--- src/rtl/ram_port_arbiter.sv ---
// ram_port_arbiter
// Two-requester round-robin arbiter and access sequencer for a single-port
// asynchronous RAM. Each access runs a fixed four-cycle sequence
// IDLE -> SETUP -> STROBE -> HOLD so that the RAM sees:
//   - address/data set up before the write strobe,
//   - a one-cycle write strobe,
//   - address/data held after the strobe.
//
// Ports:
//   clk, rst_n                 clock (rising edge), asynchronous active-low reset
//   reqN, weN, addrN, wdataN   requester N request level, op (1=write), address, write data
//   gntN                       requester N accept pulse (combinational, IDLE only)
//   doneN                      requester N completion pulse (HOLD cycle of its access)
//   rdataN                     requester N registered read data
//   ram_addr, ram_din          registered RAM address / write data
//   ram_we, ram_cs             registered RAM write strobe / chip select
//   ram_dout                   RAM read data
//   busy                       high whenever an access is in progress
module ram_port_arbiter #(
    parameter int ADDR_WIDTH = 8,
    parameter int DATA_WIDTH = 16
) (
    input  logic                  clk,
    input  logic                  rst_n,
    input  logic                  req0,
    input  logic                  we0,
    input  logic [ADDR_WIDTH-1:0] addr0,
    input  logic [DATA_WIDTH-1:0] wdata0,
    output logic                  gnt0,
    output logic                  done0,
    output logic [DATA_WIDTH-1:0] rdata0,
    input  logic                  req1,
    input  logic                  we1,
    input  logic [ADDR_WIDTH-1:0] addr1,
    input  logic [DATA_WIDTH-1:0] wdata1,
    output logic                  gnt1,
    output logic                  done1,
    output logic [DATA_WIDTH-1:0] rdata1,
    output logic [ADDR_WIDTH-1:0] ram_addr,
    output logic [DATA_WIDTH-1:0] ram_din,
    output logic                  ram_we,
    output logic                  ram_cs,
    input  logic [DATA_WIDTH-1:0] ram_dout,
    output logic                  busy
);

    typedef enum logic [1:0] {
        IDLE   = 2'd0,
        SETUP  = 2'd1,
        STROBE = 2'd2,
        HOLD   = 2'd3
    } state_t;

    state_t                  state_reg, state_next;
    logic                    rr_ptr_reg;     // 1 = requester 1 wins a tie
    logic                    owner_reg;      // requester that owns the access
    logic                    op_we_reg;      // latched operation of the access
    logic [ADDR_WIDTH-1:0]   ram_addr_reg;
    logic [DATA_WIDTH-1:0]   ram_din_reg;
    logic                    ram_we_reg;
    logic                    ram_cs_reg;
    logic [1:0]              gnt_vec;
    logic                    win1;
    logic                    grant_any;

    // Requester 1 wins if it is the only one asking, or on a tie when the
    // pointer favours it.
    assign win1      = req1 && (!req0 || rr_ptr_reg);
    assign grant_any = |gnt_vec;

    always_ff @(posedge clk or negedge rst_n) begin
        if (!rst_n) begin
            state_reg <= IDLE;
        end else begin
            state_reg <= state_next;
        end
    end

    always_comb begin
        state_next = state_reg;
        gnt_vec    = 2'b00;
        case (state_reg)
            IDLE: begin
                // Grants are suppressed while reset is held so every output
                // reads zero during reset.
                if (rst_n && (req0 || req1)) begin
                    gnt_vec    = win1 ? 2'b10 : 2'b01;
                    state_next = SETUP;
                end
            end
            SETUP:   state_next = STROBE;
            STROBE:  state_next = HOLD;
            HOLD:    state_next = IDLE;
            default: state_next = IDLE;
        endcase
    end

    // Shared access datapath. All RAM pins come straight from these flops;
    // the asynchronous reset drops cs/we without waiting for an edge.
    always_ff @(posedge clk or negedge rst_n) begin
        if (!rst_n) begin
            rr_ptr_reg   <= 1'b0;
            owner_reg    <= 1'b0;
            op_we_reg    <= 1'b0;
            ram_addr_reg <= '0;
            ram_din_reg  <= '0;
            ram_we_reg   <= 1'b0;
            ram_cs_reg   <= 1'b0;
        end else begin
            case (state_reg)
                IDLE: begin
                    if (grant_any) begin
                        owner_reg    <= win1;
                        op_we_reg    <= win1 ? we1 : we0;
                        ram_addr_reg <= win1 ? addr1 : addr0;
                        ram_din_reg  <= win1 ? wdata1 : wdata0;
                        ram_cs_reg   <= 1'b1;
                        rr_ptr_reg   <= ~win1;
                    end
                end
                SETUP:   ram_we_reg <= op_we_reg;
                STROBE:  ram_we_reg <= 1'b0;
                HOLD:    ram_cs_reg <= 1'b0;  // addr/din keep their last value
                default: ;
            endcase
        end
    end

    // Per-requester completion pulse and read-data register.
    genvar gi;
    generate
        for (gi = 0; gi < 2; gi++) begin : g_req
            logic                  done_reg;
            logic [DATA_WIDTH-1:0] rdata_reg;
            logic                  owns;

            assign owns = (state_reg == STROBE) && (owner_reg == 1'(gi));

            always_ff @(posedge clk or negedge rst_n) begin
                if (!rst_n) begin
                    done_reg  <= 1'b0;
                    rdata_reg <= '0;
                end else begin
                    // STROBE is always followed by HOLD, so this is high for
                    // exactly the HOLD cycle.
                    done_reg <= owns;
                    if (owns && !op_we_reg) begin
                        rdata_reg <= ram_dout;
                    end
                end
            end
        end
    endgenerate

    assign gnt0     = gnt_vec[0];
    assign gnt1     = gnt_vec[1];
    assign done0    = g_req[0].done_reg;
    assign done1    = g_req[1].done_reg;
    assign rdata0   = g_req[0].rdata_reg;
    assign rdata1   = g_req[1].rdata_reg;
    assign ram_addr = ram_addr_reg;
    assign ram_din  = ram_din_reg;
    assign ram_we   = ram_we_reg;
    assign ram_cs   = ram_cs_reg;
    assign busy     = (state_reg != IDLE);

endmodule

--- config.mk ---
export PLATFORM = sky130hd
export DESIGN_NAME = ram_port_arbiter
export DESIGN_NICKNAME = d
export VERILOG_FILES = /design/src/rtl/ram_port_arbiter.sv
export SDC_FILE = /design/constraint.sdc
export NUM_CORES = 1
export LEC_CHECK = 0
export CORE_ASPECT_RATIO = 1.5
export CORE_MARGIN = 5
export CORE_UTILIZATION = 39
export DETAILED_ROUTE_END_ITERATION = 8
export PLACE_DENSITY = 0.9
export SKIP_LAST_GASP = 1
export SLEW_MARGIN = 5
export SYNTH_ARGS = -nofsm -noshare
export SYNTH_HDL_FRONTEND = slang
export SYNTH_SLANG_ARGS = --single-unit
export TNS_END_PERCENT = 5
--- constraint.sdc ---
create_clock -name clk -period 5.05 [get_ports clk]
set_input_delay 0.505 -clock clk [delete_from_list [all_inputs] [get_ports clk]]
set_output_delay 0.505 -clock clk [all_outputs]
set_load 0.03 [all_outputs]
# Yosys cells after proc, flatten, opt, wreduce, memory -nomap -nowiden
# Cells that the tools add are included.
# W data, S select, Z words.
[op_classes] n_shift=0 multipliers=0 n_mux=11 eq_ne=5 order_cmp=0 n_reduce_logical=17 n_addsub=0 bitwise=2 div_mod_pow=0
[op_table] op="$mux W16" n=1
[op_table] op="$mux W2" n=4
[op_table] op="$mux W8" n=1
[op_table] op="$pmux W2 S4" n=1
[op_table] op="$logic_and A1 B1 Y1" n=6
[op_table] op="$reduce_bool A2 Y1" n=3
[op_table] op="$eq A2 B2 Y1 const B" n=2
[op_table] op="$ne A2 B2 Y1 const B" n=2
[op_table] op="$pmux W1 S2" n=2
[op_table] op="$reduce_and A2 Y1" n=2
[op_table] op="$eq A2 B1 Y1 const B" n=1
[op_table] op="$logic_not A1 Y1" n=2
[op_table] op="$logic_not A2 Y1" n=1
[op_table] op="$logic_or A1 B1 Y1" n=2
[op_table] op="$mux W1" n=2
[op_table] op="$not A1 Y1" n=2
[op_table] op="$reduce_or A2 Y1" n=1
[totals] elab_cells=47 latch_bits=0 inputBits=70 n_memories=0 ram_bits=0 mem_bits_ro=0 ff_bits=65

# Logic depth before layout (Yosys ltp)
[logic_depth] word_depth=9 mapped_depth=6

# Worst setup path after synthesis
# Ideal clock, no wire load.
[synth_path] path_kind="register to output" startpoint="reg state_reg[0]" endpoint="out gnt1" path_slack_ns=3.259 n_path_buf=1 required_time_ns=4.545 path_stages_with_launch=6 t_arrival_ns=1.286 path_cell_list="dfrtp_1 inv_1 ha_1 nand3_1 a21oi_4 buf_6"
[synth_via] elab_chain_cells=2
[synth_lines] item="start: declaration" line_no="54" source="state_t state_reg, state_next;"
[synth_lines] item="start signal: assignment" line_no="75" source="state_reg <= state_next;"
[synth_lines] item="$logic_not A2 Y1" line_no="82" source="case (state_reg)"
[synth_lines] item="$mux W2" line_no="82"
[synth_lines] item="end: declaration" line_no="36" source="output logic gnt1,"
# No other way between the ends.

# Worst setup path after layout
[layout_path] startpoint="reg state_reg[0]" endpoint="out gnt0"
[layout_via] elab_chain_cells=2
[layout_lines] item="$logic_not A2 Y1" line_no="82"
[layout_lines] item="$mux W2" line_no="82"
[layout_lines] item="end: declaration" line_no="29" source="output logic gnt0,"
# No other way between the ends.

==> flow_summary_export.csv <==
group,metric,value,unit
setup_path,reg2reg_slack,2990,ps
synthesis,yosysSeqAreaShare,59.4,%
setup_path,reg2reg_from,"state_reg[0]$_DFFE_PN0P_",
synthesis,syn-cell-area,0.00274,mm^2
sta,fmax,308,MHz
placed_design,gp_congestion,0.722,
final_layout,mostFrequentLayoutCells,"clkdlybuf4s50_1, dfrtp_1, mux2_2",
final_layout,area_delta_synth_final,54.9,%
floorplan,die_width,78.4,um
grt,antenna_found_initial,0,
setup_path,worst_setup_path_end_kind,"output port",
power_and_ir_drop,leakagePower,1.77,nW
synthesis,syn-instance-count,185,
final_layout,diodes,0,
clocking,clock_tree.buffer_depth,2,
floorplan,core_area,0.00685,mm^2
drt,ant_nets,0,
synthesis,yosys.cell_types.count,21,
synthesis,synth_top_area_share,59.4,%
setup_path,crit_required,4550,ps
clocking,cts_sinks,65,
drt,viasPerCell,5.06,
final_layout,final_nets,395,
synthesis,ys_ff_latch,65,
final_layout,nFillCells,570,
synthesis,synth_area_per_cell,14.8,um^2
placed_design,portBuffers,132,
clocking,ctsResizeCount,0,
placed_design,dp.final_hpwl,5330,um
clocking,hold_buffers,0,
floorplan,io-pin-count,133,
synthesis,async_flop_share,100,%
grt,grt_use_total,15.9,%
sta,hold_violations,0,
setup_path,r2r_cells,4,
setup_path,crit_arrival,2740,ps
clocking,post_cts_buffers,0,
drt,vias,2043,
sta,fin_crit_sh,64.3,%
drt,drt-wirelength-per-cell,17.3,um
setup_path,worstPathMaxFanout,27,
drt,firstDrtPassIters,4,
grt,grt_max_degree,49,
clocking,clk_pin_slew_worst_paths,70,ps
power_and_ir_drop,vdd_drop_max,0.000373,V
final_layout,drive_gt1_share,19.3,%
synthesis,synthTopCellsByArea,"dfrtp_1, mux2_2, a221o_1, and2_0, buf_6",
grt,first_global_vias,2251,
floorplan,die_y,113,um
synthesis,synth-main-ff-cell,"dfrtp_1",
clocking,htree_levels,3,
clocking,cts-root-buf,"clkbuf_8",
final_layout,final_common_cell,"clkdlybuf4s50_1",
floorplan,start_util,40.0,%
synthesis,synth_edf_count,0,
synthesis,synth.largest_area_cell,"dfrtp_1",
hold_path,min_path_type,"in2async",
sta,finalSetupTns,0,ps
grt,overflow,0,
drt,wirelength,6970,um
grt,grt_pass1_wl,10900,um
floorplan,die-area,0.00883,mm^2
clocking,cts_buffers,9,
floorplan,rows,37,
sta,finalSetupViolations,0,
clocking,cts_tree,"yes",
drt,drt_iter0_drc,41,
sta,tightest_slew,834,ps
power_and_ir_drop,powerDensity,670,mW/mm^2
sta,maxSlewViolCount,0,
setup_path,path_class,"reg2out",
sta,rsz0062_at_grt,"false",
flow_run,cap_viol_max_count,0,
sta,relSlewSlack,44.3,%
sta,finClkSkew,10.4,ps
final_layout,final_util,61.9,%
setup_path,timing.rr.end,"rdata0[0]$_DFFE_PN0P_",
setup_path,startpoint,"state_reg[0]$_DFFE_PN0P_",
synthesis,ys_warn_count,0,
synthesis,syn_nets,259,
setup_path,start_kind,"register",
clocking,clock_latency,330,ps
sta,fin_crit,3250,ps
drt,drc,0,
outcome,status,"finished, final reports clean",
==> area by class of cell <==
class | count | area (um^2) | share of cell area, %
clock buffers | 9 | 124 | 2.92
clock inverters | 7 | 47.5 | 1.12
inverters | 6 | 22.5 | 0.531
multi-input cells | 106 | 1000 | 23.6
flip-flops and latches | 65 | 1630 | 38.3
well taps | 78 | 97.6 | 2.30
repair buffers | 133 | 1320 | 31.2
==> worst max path at each step <==
stage            to  slack [ps]  cells after the start
2_1_floorplan  gnt1        3260                      5
3_3_place_gp   gnt0        1890                      4
3_5_place_dp   gnt0        1810                      4
4_1_cts        gnt0        1740                      5
5_1_grt        gnt0        1630                      5
6_report       gnt0        1800                      5
==> cell usage after synthesis (2+ instances only) <==
| cell type | count |
|---|---|
| a21oi_4 | 2 |
| and2_1 | 2 |
| a221o_1 | 18 |
| o21ai_0 | 2 |
| and2_0 | 24 |
| nand3_1 | 2 |
| a221o_2 | 7 |
| ha_1 | 4 |
| nor2b_1 | 2 |
| mux2_2 | 33 |
| buf_6 | 8 |
| a21oi_1 | 3 |
| inv_1 | 6 |
| dfrtp_1 | 65 |
==> critical path, cell delays in order (launching register included) <==
cell and delay (ps):
dfrtp_1 390, inv_1 130, ha_1 310, nand3_1 170, a21oi_4 610, clkdlybuf4s50_1 820
==> where the power goes <==
group | switching [mW] | internal [mW] | leakage, nW
clock | 0.199 | 0.177 | 0.0850
combinational | 0.813 | 0.737 | 0.892
sequential | 0.142 | 0.774 | 0.790
total | 1.15 | 1.69 | 1.77
==> metrics by stage <==
stage | setup WS, ps | total power, mW | hold slack, ps | cells | instance area, um^2
CTS | 1740 | 2.88 | 117 | 404 | 4240
global route | 1630 | 2.99 | 149 | 404 | 4240
floorplan | 3260 | 1.84 | 209 | 185 | 2740
finish | 1800 | 2.84 | 129 | 404 | 4240
global placement | 1890 | 2.45 | 471 | 388 | 4070
detailed placement | 1810 | 2.49 | 485 | 388 | 4070
==> cell families (layout without fill, tap and decap cells) <==
kind of cell               count (synthesis)  after routing  synth area share, %
DFF                                       65             65                 59.4
and+or+nand+nor                           35             35                 8.41
muxes                                     34             34                 13.9
AOI/OAI and AO/OA                         33             33                 12.3
buffers and inverters                     14            155                 4.11
adders and majority gates                  4              4                 1.83
==> metal layers <==
metal / GRT usage [%] / vias up / part of all wire, %
li1: - / 945 / -
met1: 16.1 / 1006 / 35
met2: 30.7 / 83 / 57
met3: 4.25 / 9 / 6.2
met4: 5.48 / 0 / 1.5
met5: 0 / - / 0
Note: power is estimated with default switching activity, not from simulation.
